`config.mk`:
```
export PLATFORM = sky130hd
export DESIGN_NAME = msk_aes_nsbox_sequencer
export DESIGN_NICKNAME = d
export VERILOG_FILES = /design/src/rtl/msk_aes_nsbox_sequencer.sv
export SDC_FILE = /design/constraint.sdc
export NUM_CORES = 1
export LEC_CHECK = 0
export CAP_MARGIN = 20
export CORE_ASPECT_RATIO = 0.9
export CORE_MARGIN = 2
export CORE_UTILIZATION = 39
export DETAILED_ROUTE_END_ITERATION = 16
export GPL_ROUTABILITY_DRIVEN = 0
export HOLD_SLACK_MARGIN = 0.06
export PLACE_DENSITY = 0.73
export SYNTH_ARGS = -nofsm -noshare
export SYNTH_HDL_FRONTEND = slang
export SYNTH_SLANG_ARGS = --single-unit
```
`constraint.sdc`:
```
create_clock -name clk -period 3.1 [get_ports clk]
set_clock_uncertainty 0.1 [all_clocks]
set_input_delay 0.62 -clock clk [delete_from_list [all_inputs] [get_ports clk]]
set_output_delay 0.62 -clock clk [all_outputs]
set_load 0.03 [all_outputs]
```
`src/rtl/msk_aes_nsbox_sequencer.sv`:
```
// Round-loop control sequencer for masked AES with NSB shared Sboxes per cycle.
// Schedules KEY / DATA / DRAIN phases per round and the I/O handshakes; touches no shares.
module msk_aes_nsbox_sequencer #(
  parameter int NSB    = 4,
  parameter int SB_LAT = 4,
  localparam int CPR   = 16 / NSB,
  localparam int GW    = (CPR > 1) ? $clog2(CPR) : 1
) (
  input  logic          clk,
  input  logic          rst,
  input  logic          valid_in,
  output logic          in_ready,
  input  logic          mode_256,
  input  logic          mode_192,
  output logic          out_valid,
  input  logic          out_ready,
  output logic          busy,
  output logic          global_init,
  output logic          sbox_valid_in,
  output logic          feed_sb_key,
  output logic [GW-1:0] grp_idx,
  output logic [3:0]    round_idx,
  output logic          last_round,
  output logic          in_ready_rnd
);

  localparam int DW = (SB_LAT > 1) ? $clog2(SB_LAT) : 1;

  typedef enum logic [2:0] {
    S_IDLE  = 3'd0,
    S_KEY   = 3'd1,
    S_DATA  = 3'd2,
    S_DRAIN = 3'd3,
    S_DONE  = 3'd4
  } state_t;

  state_t          r_state;
  logic [GW-1:0]   r_grp;
  logic [DW-1:0]   r_drn;
  logic [3:0]      r_round;
  logic [3:0]      r_nr;

  always_ff @(posedge clk) begin
    if (!rst) begin
      r_state <= S_IDLE;
      r_grp   <= '0;
      r_drn   <= '0;
      r_round <= '0;
      r_nr    <= '0;
    end else begin
      case (r_state)
        S_IDLE: begin
          if (valid_in) begin
            r_nr    <= mode_256 ? 4'd14 : (mode_192 ? 4'd12 : 4'd10);
            r_round <= 4'd1;
            r_grp   <= '0;
            r_drn   <= '0;
            r_state <= S_KEY;
          end
        end
        S_KEY: r_state <= S_DATA;
        S_DATA: begin
          if (r_grp == GW'(CPR - 1)) begin
            r_grp   <= '0;
            r_state <= S_DRAIN;
          end else begin
            r_grp <= r_grp + 1'b1;
          end
        end
        S_DRAIN: begin
          // Wait out the Sbox pipeline before the next round's key byte enters it.
          if (r_drn == DW'(SB_LAT - 1)) begin
            r_drn <= '0;
            if (r_round < r_nr) begin
              r_round <= r_round + 4'd1;
              r_state <= S_KEY;
            end else begin
              r_round <= 4'd0;
              r_state <= S_DONE;
            end
          end else begin
            r_drn <= r_drn + 1'b1;
          end
        end
        S_DONE: if (out_ready) r_state <= S_IDLE;
        default: r_state <= S_IDLE;
      endcase
    end
  end

  logic w_idle, w_key, w_data, w_run;
  assign w_idle = (r_state == S_IDLE);
  assign w_key  = (r_state == S_KEY);
  assign w_data = (r_state == S_DATA);
  assign w_run  = w_key | w_data | (r_state == S_DRAIN);

  // Every flag is qualified by rst so nothing is asserted during reset, not even in_ready.
  assign in_ready      = rst & w_idle;
  assign global_init   = rst & w_idle & valid_in;
  assign out_valid     = rst & (r_state == S_DONE);
  assign busy          = rst & ~w_idle;
  assign sbox_valid_in = rst & (w_key | w_data);
  assign feed_sb_key   = rst & w_key;
  assign grp_idx       = rst ? r_grp : '0;
  assign round_idx     = rst ? r_round : 4'd0;
  assign last_round    = rst & w_run & (r_round == r_nr);
  assign in_ready_rnd  = rst & w_run;

endmodule

```
**Yosys cells after proc, flatten, opt, wreduce, memory -nomap -nowiden**

Cells that the tools add are included.
W data, S select, Z words.

- Register bits after elaboration: 15
- Bits of input ports: 6
- Bits in writable memories: 0
- Memories kept: 0
- Output and inout bits: 14
- ROM bits: 0
- Logic and storage cells: 58
- Bits in latches: 0

- Shifts and indexed selects: 0
- $mul: 0
- Div/mod/pow operators: 0
- Bitwise operators: 11
- Equality and inequality tests: 11
- Reduce and logical (&&, ||, !) cells: 8
- Add/sub/neg operators: 3
- $lt $le $gt $ge: 1
- Multiplexer cells: 19

Operators with widths:

| kind | number |
|---|---|
| $mux W3 | 7 |
| $mux W4 | 4 |
| $pmux W3 S5 | 1 |
| $and A1 B1 Y1 | 8 |
| $mux W2 | 4 |
| $pmux W2 S2 | 2 |
| $pmux W4 S2 | 1 |
| $eq A3 B2 Y1 const B | 2 |
| $ne A2 B2 Y1 const B | 3 |
| $reduce_and A2 Y1 | 3 |
| $add A2 B1 Y2 const B | 2 |
| $add A4 B1 Y4 const B | 1 |
| $eq A2 B2 Y1 const B | 2 |
| $eq A4 B4 Y1 | 1 |
| $lt A4 B4 Y1 | 1 |
| $reduce_and A4 Y1 | 1 |
| $reduce_bool A2 Y1 | 2 |
| $eq A3 B1 Y1 const B | 1 |
| $eq A3 B3 Y1 const B | 1 |
| $logic_not A3 Y1 | 1 |
| $reduce_and A3 Y1 | 1 |
| $ne A2 B1 Y1 const B | 1 |
| $or A1 B1 Y1 | 2 |
| $not A1 Y1 | 1 |

**Logic depth before layout (Yosys ltp)**

Gate-level depths: netlist (run 1).

- Word-level depth: 5
- Gate-level depth with buffers: 6

**Worst setup path after synthesis (run 1)**

Ideal clock, no wire load.

- Path kind: input port to output port
- Start point: input port rst
- End point: output port last_round
- Arrival: 1811 ps
- Required time: 2380 ps
- Stages on the path: 3
- Path slack: 569 ps
- Cell sequence: nand2b_1 -> o21bai_1 -> nor4_1

- Word-level cells in the longest chain between the ends: 2

Ends and longest elaborated chain:

| element | line | RTL |
|---|---|---|
| start: declaration | 10 | `input logic rst,` |
| $and A1 B1 Y1 (2 in a row) | 106 | `assign last_round = rst & w_run & (r_round == r_nr);` |
| end: declaration | 23 | `output logic last_round,` |

Every way passes these cells.

**Worst setup path in the final report (run 1)**

- Start point: input port rst
- End point: output port sbox_valid_in

- Word-level cells in the longest chain between the ends: 1

Ends and longest elaborated chain:

| element | line | RTL |
|---|---|---|
| $and A1 B1 Y1 | 102 | `assign sbox_valid_in = rst & (w_key \| w_data);` |
| end: declaration | 19 | `output logic sbox_valid_in,` |

Every way passes these cells.

==> out/metrics.json, run 1 <==
{
  "ffs_latches_synth": {"value": 14},
  "setup_violations": {"value": 0},
  "dpl-instance-area": {"value": 1090, "unit": "um2"},
  "setup_total_negative_slack": {"value": 0, "unit": "ns"},
  "first_iter_violations": {"value": 16},
  "cp-start-kind": {"value": "input pin"},
  "power.internal": {"value": 305, "unit": "uW"},
  "diodes": {"value": 0},
  "postLayoutCellArea": {"value": 1130, "unit": "um2"},
  "clkPwrFrac": {"value": 30.5, "unit": "%"},
  "fmax": {"value": 350, "unit": "MHz"},
  "via_count": {"value": 787},
  "synth.top_cells.by_area": {"value": "dfxtp_1 (31%), ha_1 (8.4%), and2_1 (6.3%)"},
  "worst-path-max-fanout": {"value": 22},
  "power.ir.vdd_worst": {"value": 0.202, "unit": "mV"},
  "finish.utilization": {"value": 51.6, "unit": "%"},
  "finalHoldViolations": {"value": 0},
  "final_antenna_net_count": {"value": 0},
  "cts_tree": {"value": "built"},
  "grt_first_pass_wirelength": {"value": 3240, "unit": "um"},
  "core_area": {"value": 2180, "unit": "um2"},
  "drt_pass_1_iters": {"value": 4},
  "clock_latency_of_the_later_clocked_register_in_the_worst_skew_pair": {"value": 0.28, "unit": "ns"},
  "syn_inst": {"value": 100},
  "maximum_number_of_pins_on_one_net_before_global_route_repair": {"value": 23},
  "post_synth_instance_area": {"value": 895, "unit": "um2"},
  "drt-vias-per-instance": {"value": 5.43},
  "timing.setup.critical_path_class": {"value": "input pin to primary output"},
  "floorplan.die_area": {"value": 2690, "unit": "um2"},
  "ios": {"value": 20},
  "syn-num-nets": {"value": 112},
  "grt.overflow.total": {"value": 0},
  "seq_area_frac_synth": {"value": 31.3, "unit": "%"},
  "cts_bufs_inserted": {"value": 3},
  "net-switching-power": {"value": 129, "unit": "uW"},
  "cell_taking_the_most_area_after_synthesis": {"value": "dfxtp_1"},
  "post-layout-total-power": {"value": 434, "unit": "uW"},
  "place.port_buffers": {"value": 19},
  "die_x": {"value": 54.5, "unit": "um"},
  "share_seq_of_total_power": {"value": 46.6, "unit": "%"},
  "final_critical_path_setup_slack": {"value": 0.242, "unit": "ns"},
  "antenna_found_initial": {"value": 0},
  "share_comb_of_total_power": {"value": 22.8, "unit": "%"},
  "cts.repair.resized": {"value": 0},
  "slew-limit-headroom": {"value": 64.4, "unit": "%"},
  "initial_core_util": {"value": 41.0, "unit": "%"},
  "drc": {"value": 0},
  "hpwl": {"value": 1440, "unit": "um"},
  "drv_slew": {"value": 0},
  "via_count_of_the_first_global_routing_pass": {"value": 714},
  "clockBufferDepth": {"value": 2},
  "holdBufCountCts": {"value": 0},
  "post-cts-setup-buffer-count": {"value": 0},
  "fin_worst_hold_slack": {"value": 0.389, "unit": "ns"},
  "cap_viol_max_count": {"value": 0},
  "switching_share": {"value": 29.7, "unit": "%"},
  "final_layout_size_suffix_gt1_share": {"value": 13.6, "unit": "%"},
  "rsz0062_at_grt": {"value": "false"},
  "critical_path.endpoint_type": {"value": "primary output"},
  "actual_transition_at_the_worst_max_transition_pin": {"value": 0.532, "unit": "ns"},
  "fin_crit": {"value": 2.86, "unit": "ns"},
  "final.period_utilization": {"value": 92.2, "unit": "%"},
  "final_cell_count_no_fill": {"value": 145},
  "nNetsFinal": {"value": 131},
  "cts_root_buf": {"value": "clkbuf_4"},
  "clock_sink_count": {"value": 14},
  "min-delay-path-class": {"value": "register to register"},
  "cp.arrival": {"value": 2.14, "unit": "ns"},
  "route.final.wire_length": {"value": 1990, "unit": "um"},
  "syn_avg_cell_area": {"value": 8.95, "unit": "um2"},
  "worst_path_clk_slew": {"value": 0.09, "unit": "ns"},
  "htreeDepth": {"value": 1},
  "placedCellCount": {"value": 141},
  "total_leakage_power": {"value": 0.491, "unit": "nW"},
  "globalRouteTotalUtil": {"value": 16.3, "unit": "%"},
  "fillers": {"value": 217},
  "power.density": {"value": 386, "unit": "nW/um2"},
  "crit_required": {"value": 2.38, "unit": "ns"},
  "post_synth_num_cell_types": {"value": 39},
  "synth_largest_type_area_fraction": {"value": 31.3, "unit": "%"},
  "detailedPlace.worstSlack": {"value": 0.236, "unit": "ns"},
  "yosysWarnings": {"value": 0},
  "detail_route.wl_per_cell": {"value": 13.7, "unit": "um"},
  "syn2layout_area_growth": {"value": 25.9, "unit": "%"},
  "outcome": {"value": "finished clean"},
  "std_cell_rows": {"value": 16},
  "die_h": {"value": 49.4, "unit": "um"}
}
-- synth_stat cells, drive strengths merged --
cell,count
nand2,5
nor2,6
a22oi,1
and3b,1
or2b,1
nand3b,2
dfxtp,14
o21a,3
mux2i,2
nor4b,1
nor2b,6
clkbuf,2
a32oi,3
nor4,1
o31a,1
nor3,3
a21boi,2
inv,5
ha,6
mux2,1
o31ai,1
nand4b,2
nand2b,2
nand3,2
a31oi,1
o21bai,1
o21ai,3
o32ai,1
buf,4
nor3b,1
xnor2,1
a21oi,4
o211a,2
and2,9
-- layout make-up --
cell class | count | area, um2 | share of cell area [%]
clock buffers | 4 | 36.3 | 3.22
inverters | 5 | 18.8 | 1.67
multi-input cells | 75 | 562 | 49.9
flip-flops and latches | 14 | 280 | 24.9
well taps | 27 | 33.8 | 3.00
repair buffers | 20 | 195 | 17.3
-- power groups by stage --
stage	registers [mW]	logic, mW	clock network (mW)
floorplan	0.199	0.0718	0
global placement	0.205	0.0962	0
detailed placement	0.206	0.0993	0
CTS	0.202	0.0998	0.135
global route	0.204	0.108	0.142
finish	0.202	0.0992	0.133
-- state kept, by name, indices dropped and copies added (netlist names) --
| register | flops |
|---|---|
| r_drn | 2 |
| r_round | 4 |
| r_state | 3 |
| r_grp | 2 |
| r_nr | 3 |
-- logic make-up (layout without fill, tap and decap cells) --
family / count (synthesis) / in the layout / synth area share, %
fa+ha+maj: 6 / 6 / 8.39
buf+inv: 11 / 29 / 5.87
compound gates: 23 / 23 / 19.3
flops: 14 / 14 / 31.3
simple gates: 42 / 42 / 30.6
xor+xnor: 1 / 1 / 0.979
mux: 3 / 3 / 3.50
-- layer usage --
metal  global-route usage (%)  vias up  part of all wire (%)
met5                        0        -                     0
met1                     20.5      373                    46
met3                     6.44        2                   5.7
met4                     2.50        0                  0.76
met2                     26.1       17                    48
li1                         -      395                     -
-- critical path, stage by stage --
cell,delay [ns]
clkdlybuf4s50_1,0.51
buf_12,0.16
nand2b_1,0.08
nor2_1,0.10
clkdlybuf4s50_1,0.67
-- worst paths after layout --
path	slack [ns]	start	cells after the start	end
worst max-delay path	0.24	rst	5	sbox_valid_in
worst min-delay path	0.39	r_nr[3]	1	r_nr[3]
worst max register to register	1.39	r_state[1]	4	r_round[1]
worst min register to register	0.39	r_nr[3]	1	r_nr[3]
-- placed cells by master (no fill, tap or decap), types with 3 or more instances in the layout --
master,Yosys,layout
a21oi_1,3,3
o21a_1,3,3
and2_1,9,9
inv_1,5,5
nor2b_1,6,6
clkdlybuf4s50_1,0,13
clkbuf_4,0,3
a32oi_1,3,3
nor2_1,6,6
nand2_1,5,5
nor3_1,3,3
dfxtp_1,14,14
ha_1,6,6
buf_4,0,6
No activity file was read; power rests on OpenSTA's default activity.
==> run 2, diff against run 1 <==
--- a/config.mk
+++ b/config.mk
@@ -9,6 +9,7 @@
 export CORE_ASPECT_RATIO = 0.9
 export CORE_MARGIN = 2
 export CORE_UTILIZATION = 39
+export CTS_CLUSTER_DIAMETER = 30
 export DETAILED_ROUTE_END_ITERATION = 16
 export GPL_ROUTABILITY_DRIVEN = 0
 export HOLD_SLACK_MARGIN = 0.06
==> results of run 2 <==
Same layout as run 1: the final DEF is identical, and so are final timing and power.
==> patch (flow settings as in run 1) <==
The 5 states of `state_t` get a one-hot encoding in 5 bits.
--- a/src/rtl/msk_aes_nsbox_sequencer.sv
+++ b/src/rtl/msk_aes_nsbox_sequencer.sv
@@ -26,12 +26,12 @@
 
   localparam int DW = (SB_LAT > 1) ? $clog2(SB_LAT) : 1;
 
-  typedef enum logic [2:0] {
-    S_IDLE  = 3'd0,
-    S_KEY   = 3'd1,
-    S_DATA  = 3'd2,
-    S_DRAIN = 3'd3,
-    S_DONE  = 3'd4
+  typedef enum logic [4:0] {
+    S_IDLE  = 5'b00001,
+    S_KEY   = 5'b00010,
+    S_DATA  = 5'b00100,
+    S_DRAIN = 5'b01000,
+    S_DONE  = 5'b10000
   } state_t;
 
   state_t          r_state;
Function: no difference found for any inputs over 10 cycles, from zero or initial values and one cycle with rst low; not proved beyond that.
==> patch against run 1 <==
  * Sequential share of layout area rose by 1.0 points
  * Setup slack lost 0.051 ns
  * Cell area increased by 9.9%
  * Count of clock-buffer cells in the layout did not move
  * Sequential cell count rose by 2
  * Synthesized area up 13%
  * Final cell count rose by 14%
  * Routed wire length rose by 13%
  * Critical endpoint is now round_idx[3]
  * Largest cell class unchanged
Power is not compared: it rests on default switching activity, and its combinational part moved more than twofold at a synthesized area within 25%.
==> patch: results (changes against run 1) <==
Register-to-Register Path Depth=5 (was 4); first-pass GRT wire length=3.68 mm (was 3.24 mm); worst hold margin=0.364 ns (was 0.389 ns); Seq/Total Area, Yosys=31.8% (was 31.3%); Post-Place Cell Area=1200 sq um (was 1090 sq um); status=complete, no violations (unchanged); Lkg Pwr=0.493 nW; number of DRC markers in iteration 0=32 (was 16); flop-to-flop setup slack=1.33 ns (was 1.39 ns); Post-DP HPWL=1.73 mm (was 1.44 mm); max incr delay on CP=0.70 ns (was 0.67 ns); Top Registers=r_state x5, r_round x4, r_nr x3 (was r_round x4, r_nr x3, r_state x3); # H-tree levels=1 (unchanged); drt wl/cell=13.6 um (was 13.7 um); Post-Layout Cell Count=165 (was 145); maximum vdd drop=0.256 mV; slowest stage cell on the critical path=clkdlybuf4s50_1 (unchanged); fraction of layout cells with a size suffix above 1=19.0% (was 13.6%); wl on met1=1.04 mm (was 906 um); drt pass-1 iters=4 (unchanged); Yosys Warn Count=0 (unchanged); Num CTS Buffers=3 (unchanged); Met3 Wirelength=95 um (was 113 um); synth cell count leaders=dfxtp_1 (16), nand2_1 (12), inv_1 (7) (was dfxtp_1 (14), and2_1 (9), ha_1 (6), nor2_1 (6), nor2b_1 (6)); highest routed layer=met4 (unchanged); Worst-Skew Late Latency=0.30 ns (was 0.28 ns); nets=150 (was 131); syn_nets=129 (was 112); hold depth=2 (was 1); vias in the first global route=827 (was 714); Vias=928 (was 787); Max Root-Sink Buffers=2 (unchanged); # diodes=0 (unchanged); Synth area leaders=dfxtp_1 (32%), ha_1 (7.4%), nand2_1 (4.5%), nand3b_1 (4.5%), and2_1 (3.7%) (was dfxtp_1 (31%), ha_1 (8.4%), and2_1 (6.3%), nor2b_1 (4.2%), a32oi_1 (2.9%)); Max FO, Critical Path=11 (was 22); met2 WL post-DR=1.09 mm (was 951 um); Total GRT Usage=16.2% (was 16.3%); largest net degree at the start of global routing=12 (was 23); Cell variety after synth=42 (was 39); # placed instances=161 (was 141); Synth Area per Inst=8.62 sq um (was 8.95 sq um); ys async rst share=0% (unchanged); slew of the pin with the lowest slew margin=0.507 ns (was 0.532 ns); CP Data Arrival Time=2.19 ns (was 2.14 ns); Clock transition at path regs=0.09 ns (about the same)
patch: stage by stage:
stage,util (%),worst slack [ns]
2_1_floorplan,-,0.372
3_3_place_gp,49.1,0.176
3_5_place_dp,49.1,0.175
4_1_cts,50.6,0.174
5_1_grt,50.6,0.100
6_report,50.6,0.191
patch: final cells by class:
class / count / area [sq um]
flip-flops and latches: 16 / 320
well taps: 28 / 35.0
clock buffers: 4 / 36.3
repair buffers: 22 / 190
inverters: 7 / 26.3
fillers: 239 / 1210
multi-input cells: 88 / 629
patch: worst paths after layout:
path | from | endpoint
max | rst | round_idx[3]
min reg2reg | r_nr[3]$_SDFFE_PN0P_ | r_nr[3]$_SDFFE_PN0P_
min | r_nr[3]$_SDFFE_PN0P_ | r_nr[3]$_SDFFE_PN0P_
max reg2reg | r_round[3]$_SDFFE_PN0P_ | r_round[0]$_SDFFE_PN0P_
patch: cell families (layout without fill, tap and decap cells):
| family | Yosys count | count (layout) | synth area share, % |
|---|---|---|---|
| flops | 16 | 16 | 31.8 |
| compound gates | 28 | 28 | 21.8 |
| simple gates | 52 | 52 | 31.4 |
| buf+inv | 13 | 33 | 5.83 |
| xor+xnor | 2 | 2 | 1.74 |
| fa+ha+maj | 6 | 6 | 7.44 |
patch: routing by layer:
| layer | vias up | global-route usage [%] |
|---|---|---|
| met3 | 5 | 5.19 |
| met5 | - | 0 |
| met2 | 22 | 26.3 |
| met1 | 434 | 20.6 |
| met4 | 0 | 4.65 |
| li1 | 467 | - |
patch: tightest hold or removal path, cell delays in order, from the launching register on:
cell,delay [ns]
dfxtp_1,0.31
inv_1,0.06
a21oi_1,0.06
patch: where the power goes:
| part | switching (W) | total, W | leakage [nW] | internal, W |
|---|---|---|---|---|
| combinational | 0.000119 | 0.000206 | 0.342 | 0.0000871 |
| clock | 0.0000709 | 0.000143 | 0.0210 | 0.0000717 |
| sequential | 0.0000280 | 0.000251 | 0.130 | 0.000223 |
